===== config.mk =====
export PLATFORM = sky130hd
export DESIGN_NAME = onehot_decoder_seq
export DESIGN_NICKNAME = d
export VERILOG_FILES = /design/src/rtl/decoder_pkg.sv /design/src/rtl/onehot_dec.sv /design/src/rtl/onehot_decoder_seq.sv
export SDC_FILE = /design/constraint.sdc
export NUM_CORES = 1
export LEC_CHECK = 0
export ABC_AREA = 0
export ABC_CLOCK_PERIOD_IN_PS = 3400
export BUFFER_PORTS_ARGS = -buffer_cell sky130_fd_sc_hd__buf_2
export CAP_MARGIN = 40
export CORE_MARGIN = 2
export CORE_UTILIZATION = 45
export CTS_CLUSTER_DIAMETER = 150
export DETAILED_ROUTE_END_ITERATION = 10
export GPL_TIMING_DRIVEN = 0
export HOLD_SLACK_MARGIN = 0.02
export PLACE_DENSITY = 0.75
export SYNTH_ARGS = -nofsm -noshare
export SYNTH_HDL_FRONTEND = slang
export SYNTH_SLANG_ARGS = --single-unit

===== constraint.sdc =====
create_clock -name clk -period 3.4 [get_ports clk]
set_input_delay 0.68 -clock clk [delete_from_list [all_inputs] [get_ports clk]]
set_output_delay 0.68 -clock clk [all_outputs]
set_load 0.05 [all_outputs]

===== src/rtl/decoder_pkg.sv =====
// Shared definitions for the one-hot decoder family: mode encodings and PULSE FSM states.
package decoder_pkg;

    localparam logic [1:0] MODE_DIRECT = 2'b00;
    localparam logic [1:0] MODE_SCAN   = 2'b01;
    localparam logic [1:0] MODE_PULSE  = 2'b10;
    localparam logic [1:0] MODE_OFF    = 2'b11;

    typedef enum logic {
        IDLE   = 1'b0,
        ACTIVE = 1'b1
    } pulse_state_t;

endpackage


===== src/rtl/onehot_dec.sv =====
// Combinational select-to-one-hot decoder with an unsigned in-range flag.
module onehot_dec #(
    parameter int SEL_W   = 3,
    parameter int NUM_OUT = 8
) (
    input  logic [SEL_W-1:0]   sel,
    output logic [NUM_OUT-1:0] onehot,
    output logic               in_range
);

    logic [31:0] sel_ext;

    assign sel_ext  = 32'(sel);
    assign in_range = (sel_ext < 32'(NUM_OUT));

    // NOTE: every always_comb output gets a default first so no latch is inferred.
    always_comb begin
        onehot = '0;
        for (int i = 0; i < NUM_OUT; i++) begin
            onehot[i] = in_range && (sel_ext == 32'(i));
        end
    end

endmodule


===== src/rtl/onehot_decoder_seq.sv =====
// Registered one-hot decoder with DIRECT, SCAN and handshaked PULSE modes.
module onehot_decoder_seq
    import decoder_pkg::*;
#(
    parameter int SEL_W     = 3,
    parameter int NUM_OUT   = 8,
    parameter int DWELL     = 4,
    parameter int PULSE_LEN = 2
) (
    input  logic               clk,
    input  logic               rst,
    input  logic               en,
    input  logic [1:0]         mode,
    input  logic [SEL_W-1:0]   sel,
    input  logic               in_valid,
    output logic               in_ready,
    output logic [NUM_OUT-1:0] out,
    output logic [SEL_W-1:0]   idx,
    output logic               err
);

    localparam int DW_W = (DWELL > 1) ? $clog2(DWELL) : 1;
    localparam int PL_W = (PULSE_LEN > 1) ? $clog2(PULSE_LEN) : 1;
    localparam logic [DW_W-1:0]  DWELL_LAST = DW_W'(DWELL - 1);
    localparam logic [PL_W-1:0]  PULSE_LAST = PL_W'(PULSE_LEN - 1);
    localparam logic [SEL_W-1:0] IDX_LAST   = SEL_W'(NUM_OUT - 1);

    logic [1:0]         mode_q;
    pulse_state_t       state;
    logic [DW_W-1:0]    dwell_q;
    logic [DW_W-1:0]    dwell_next;
    logic [PL_W-1:0]    pcnt_q;
    logic [SEL_W-1:0]   idx_next;
    logic [SEL_W-1:0]   dec_sel;
    logic [NUM_OUT-1:0] dec_onehot;
    logic               dec_in_range;
    logic               switching;

    assign switching = (mode != mode_q);

    // A dwell cycle is credited only when the index was actually shown, so a pause
    // (out forced to zero) keeps the remaining dwell for the resumed index.
    always_comb begin
        idx_next   = idx;
        dwell_next = dwell_q;
        if (out != '0) begin
            if (dwell_q == DWELL_LAST) begin
                dwell_next = '0;
                idx_next   = (idx == IDX_LAST) ? '0 : idx + 1'b1;
            end else begin
                dwell_next = dwell_q + 1'b1;
            end
        end
    end

    assign dec_sel = (mode_q == MODE_SCAN) ? idx_next : sel;

    onehot_dec #(
        .SEL_W   (SEL_W),
        .NUM_OUT (NUM_OUT)
    ) u_dec (
        .sel      (dec_sel),
        .onehot   (dec_onehot),
        .in_range (dec_in_range)
    );

    always_comb begin
        in_ready = 1'b0;
        if (!rst && !switching) begin
            case (mode_q)
                MODE_DIRECT: in_ready = 1'b1;
                MODE_PULSE:  in_ready = en && (state == IDLE);
                default:     in_ready = 1'b0;
            endcase
        end
    end

    // NOTE: sequential state uses non-blocking assignments so every register samples pre-edge values.
    always_ff @(posedge clk or posedge rst) begin
        if (rst) begin
            out     <= '0;
            idx     <= '0;
            err     <= 1'b0;
            mode_q  <= MODE_DIRECT;
            state   <= IDLE;
            dwell_q <= '0;
            pcnt_q  <= '0;
        end else begin
            err <= 1'b0;
            if (switching) begin
                out     <= '0;
                idx     <= '0;
                dwell_q <= '0;
                pcnt_q  <= '0;
                state   <= IDLE;
                mode_q  <= mode;
            end else begin
                case (mode_q)
                    MODE_DIRECT: begin
                        if (en) begin
                            out <= dec_onehot;
                            if (dec_in_range) idx <= sel;
                            else              err <= 1'b1;
                        end else begin
                            out <= '0;
                        end
                    end
                    MODE_SCAN: begin
                        idx     <= idx_next;
                        dwell_q <= dwell_next;
                        out     <= en ? dec_onehot : '0;
                    end
                    MODE_PULSE: begin
                        if (state == IDLE) begin
                            if (in_valid && in_ready) begin
                                if (dec_in_range) begin
                                    out    <= dec_onehot;
                                    idx    <= sel;
                                    pcnt_q <= '0;
                                    state  <= ACTIVE;
                                end else begin
                                    err <= 1'b1;
                                end
                            end
                        end else if (!en || pcnt_q == PULSE_LAST) begin
                            out   <= '0;
                            state <= IDLE;
                        end else begin
                            pcnt_q <= pcnt_q + 1'b1;
                        end
                    end
                    default: out <= '0;
                endcase
            end
        end
    end

endmodule


Word-level counts from Yosys, hierarchy flattened:

Cells that the tools add are included.

* register bits after elaboration: 18
* output and inout port bits: 13
* logic and storage cells: 101

* $add $sub $neg: 3
* magnitude comparators: 1
* equal/unequal tests: 19
* multiplexer cells: 41
* bitwise operators: 1
* reductions and logical operators: 29

Operators by type and width (count)
* 8-bit 2-to-1 mux: 6
* 32-bit zero test: 1
* 3-bit 2-to-1 mux: 9
* 1-bit 2-to-1 mux: 18
* 8-bit case mux with 2 select lines: 1
* 3-bit equality test, second input constant: 5
* 3-bit inequality test, second input constant: 4
* 1-bit logical AND: 11
* 3-bit case mux with 3 select lines: 1
* 2-bit 2-to-1 mux: 4
* 4-bit inequality test, second input constant: 2
* 4-bit AND reduction: 2
* 8-bit nonzero test: 1
* 3-bit by 2-bit equality test with 1-bit output, second input constant: 2
* 2-bit nonzero test: 3
* 3-bit nonzero test: 2
* 2-bit equality test, second input constant: 2
* 3-bit by 4-bit < comparator with 1-bit output, second input constant: 1
* 4-bit by 3-bit inequality test with 1-bit output, second input constant: 1
* 1-bit case mux with 2 select lines: 2
* 4-bit nonzero test: 1
* 3-bit by 1-bit adder with 3-bit output, second input constant: 1
* 3-bit by 1-bit equality test with 1-bit output, second input constant: 1
* 1-bit zero test: 3
* other kinds (10): 10

Depth between registers and ports, before layout:

* word-level depth: 12
* depth in mapped cells: 6
* gate-level depth less buffers: 6

By module:

Synthesis repeated with hierarchy kept, for this count alone.

* cell total of the unflattened synthesis: 117
* area, all modules: 1138.6 um^2

Modules (own cells, without submodules)
* onehot_decoder_seq: instances 1, cells each 107, area each 1062.3 um^2
* onehot_dec: instances 1, cells each 10, area each 76.3 um^2

Worst setup path after synthesis:

No wires, ideal clock.

* path kind: input-to-output
* start: input mode[0]
* end: output in_ready
* arrival: 2.591 ns
* required time: 2.720 ns
* setup slack: 0.129 ns
* stages on the path: 3
* buffers on the path: 0
* cell sequence: xnor2_1 nand2_1 nor4_1

* longest elaborated chain between the ends: 4

RTL lines
* start: declaration: line onehot_decoder_seq.sv:13 `input logic [1:0] mode,`
* 2-bit inequality test: line onehot_decoder_seq.sv:39 `assign switching = (mode != mode_q);`
* 1-bit zero test: line onehot_decoder_seq.sv:69 `if (!rst && !switching) begin`
* 1-bit logical AND: line onehot_decoder_seq.sv:69
* 1-bit 2-to-1 mux: line onehot_decoder_seq.sv:69
* end: declaration: line onehot_decoder_seq.sv:16 `output logic in_ready,`

Every way passes these cells.

Final worst setup path:

* start: register mode_q[0]
* end: output in_ready

* longest elaborated chain between the ends: 4

RTL lines
* start: declaration: line onehot_decoder_seq.sv:28 `logic [1:0] mode_q;`
* start signal: assignment: line onehot_decoder_seq.sv:96 `mode_q <= mode;`
* branches (longest 3 deep; another with 2-bit equality test)
* 1-bit 2-to-1 mux *: line onehot_decoder_seq.sv:69

Every way passes the cells marked *.

==> results.yml <==
finish:
  multi_input_area_um2: 598
  utilization_pct: 55.4
  layout.area.seq_um2: 425
  layout.nets: 143
  diodes: 0
  area_growth_syn_to_layout_pct: 15.0
  fin_area_um2: 1240
  drive_gt1_share_pct: 24.6
  final_cells: 158
  nFillCells: 213
timing:
  final.min_clock_period_ns: 2.60
  final-max-slew-violation-count: 0
  hold_viol: 0
  fin_tns_setup_ns: 0
  fmax_mhz: 384
  worstMarginPinSlew_ns: 0.772
  period_share_pct: 76.5
  maxSlewHeadroom_pct: 48.5
  rsz0062_at_grt: "no"
  holdWs_ns: 0.483
  worst_clock_skew_ns: 0.00691
  setup_viol: 0
  finalWorstSetupSlack_ns: 0.798
setup_path:
  crit_start: "mode_q[0]"
  startpoint_type: "flip-flop"
  crit_arrival_ns: 1.92
  required_ns: 2.72
  r2r-start: "idx[0]"
  endpoint_kind: "primary output"
  crit_fanout: 10
  path_class: "flip-flop to primary output"
hold_path:
  min_path_type: "input pin to async pin"
clock_network:
  post_cts.repair.setup_buffers: 0
  cts_hold_buf: 0
  cts_tree: "done"
  cts_resized: 0
  htreeDepth: 1
  cts_buffers: 3
  clockBufferDepth: 2
  cts_num_sinks: 17
  root_buffer: "clkbuf_4"
  clkLatencyLatePin_ns: 0.30
  clk_pin_slew_ns: 0.10
synthesis:
  synth_top_cell_by_area: "dfrtp_1"
  yosys.area.top_type_share_pct: 39.5
  syn_inst: 106
  synth_cell_types: 35
  ys_warn_count: 0
  synthTopCellsByArea: "dfrtp_1 40%, o41ai_1 7.3%, nand3_1 5.6%"
  ys_seq_area_share_pct: 39.5
  syn_area_um2: 1080
  ys_seq_elements: 17
  synth_nets: 118
  synth_area_per_cell_um2: 10.2
place:
  place_congestion: 0.801
  port_buffers: 20
  post-place-ws_ns: 0.875
  dp_cells: 154
  dp_hpwl_mm: 1.90
  postPlaceCellArea_um2: 1210
routing:
  viasPerCell: 6.01
  routed-via-count: 949
  drtPass1Iterations: 4
  wl_mm: 2.45
  post_drt_wl_per_cell_um: 15.5
  drtIter0Drc: 18
  drc_errors: 0
  drtAntennaViolNets: 0
floorplanning:
  die_h_um: 52.9
  fp.coreArea_um2: 2230
  initial_core_util_pct: 48.2
  io_pins: 22
  die_x_um: 52.9
  dieArea_um2: 2800
  rows: 17
power:
  powerDensity_nw_per_um2: 335
  ir_drop_mv: 0.257
  finalPower_mw: 0.415
  p_leak_nw: 0.561
grt:
  overflow: 0
  track_usage_pct: 20.3
  grt_pass1_wl_mm: 3.97
  grt_max_degree: 18
  grt_pass1_vias: 896
  antenna_found_initial: 0
flow_run:
  maxCapViolCount: 0
run_status:
  run_status: "finished clean"
## critical path, stage by stage (launching register included)
cell,delay (ns)
dfrtp_1,0.38
buf_6,0.13
xnor2_1,0.23
nand2_1,0.25
nor4_1,0.31
buf_2,0.32
## synthesized netlist by cell type (all sizes together)
| library cell | instances |
|---|---|
| or4b | 2 |
| a21bo | 1 |
| nor2 | 6 |
| a221oi | 2 |
| a311o | 2 |
| nand2 | 5 |
| ha | 3 |
| nor4b | 2 |
| o31ai | 3 |
| o21a | 1 |
| a221o | 1 |
| buf | 3 |
| a311oi | 2 |
| o41ai | 9 |
| a21oi | 4 |
| nor4 | 3 |
| mux2i | 2 |
| conb | 1 |
| dfrtp | 17 |
| o22ai | 1 |
| inv | 3 |
| clkbuf | 3 |
| and2 | 6 |
| a21o | 1 |
| nand3 | 12 |
| nor2b | 1 |
| o21ai | 2 |
| xnor2 | 2 |
| nand2b | 4 |
| a211oi | 2 |
## layout make-up
type                    instances  area share [%]
well taps                      28            2.83
multi-input cells              80            48.3
plain buffers                   6            3.34
clock buffers                   4            2.12
inverters                       3           0.910
flip-flops and latches         17            34.4
repair buffers                 20            8.09
## cells in the final DEF, fill, tap and decap left out, types with 3 or more instances in the layout
cell type / n
inv_1: 3
clkbuf_4: 3
ha_1: 3
nand2b_1: 3
and2_1: 6
dfrtp_1: 17
clkbuf_1: 4
nand2_1: 5
a21oi_1: 4
o31ai_1: 3
buf_2: 20
o41ai_1: 9
nor2_1: 6
nand3_1: 12
## sequential cells by signal, summed over array words and instances (netlist names)
signal,count
out,8
idx,3
dwell_q,2
mode_q,2
pcnt_q,1
state,1
## power by group
part,internal (mW),total [mW],switching (mW)
clock network,0.0457,0.109,0.0635
registers,0.207,0.213,0.00609
logic,0.0289,0.0923,0.0634
## layer usage
| metal | wire length (um) | share of wire (%) | up-vias | GRT usage (%) |
|---|---|---|---|---|
| met3 | 123 | 5.0 | 5 | 2.82 |
| met2 | 1150 | 47 | 27 | 32.5 |
| li1 | - | - | 461 | - |
| met5 | 0 | 0 | - | 0 |
| met1 | 1140 | 46 | 456 | 26.8 |
| met4 | 46 | 1.9 | 0 | 10.3 |
## final timing paths
kind	end	slack, ns	cells after the start
min reg2reg	dwell_q[1]	0.55	2
min	dwell_q[0]	0.48	2
min in group clk	dwell_q[1]	0.55	2
max in group asynchronous	out[0]	2.50	2
max reg2reg	out[6]	1.31	6
max	in_ready	0.80	5
## cells by family after synthesis
group / share of synthesized area (%)
muxes: 1.86
xor gates and xnor gates: 1.63
other: 0.349
DFF: 39.5
buffers and inverters: 4.88
and+or+nand+nor: 25.1
AOI/OAI and AO/OA: 23.1
adders and majority gates: 3.49
Note: power is estimated with default switching activity, not from simulation.
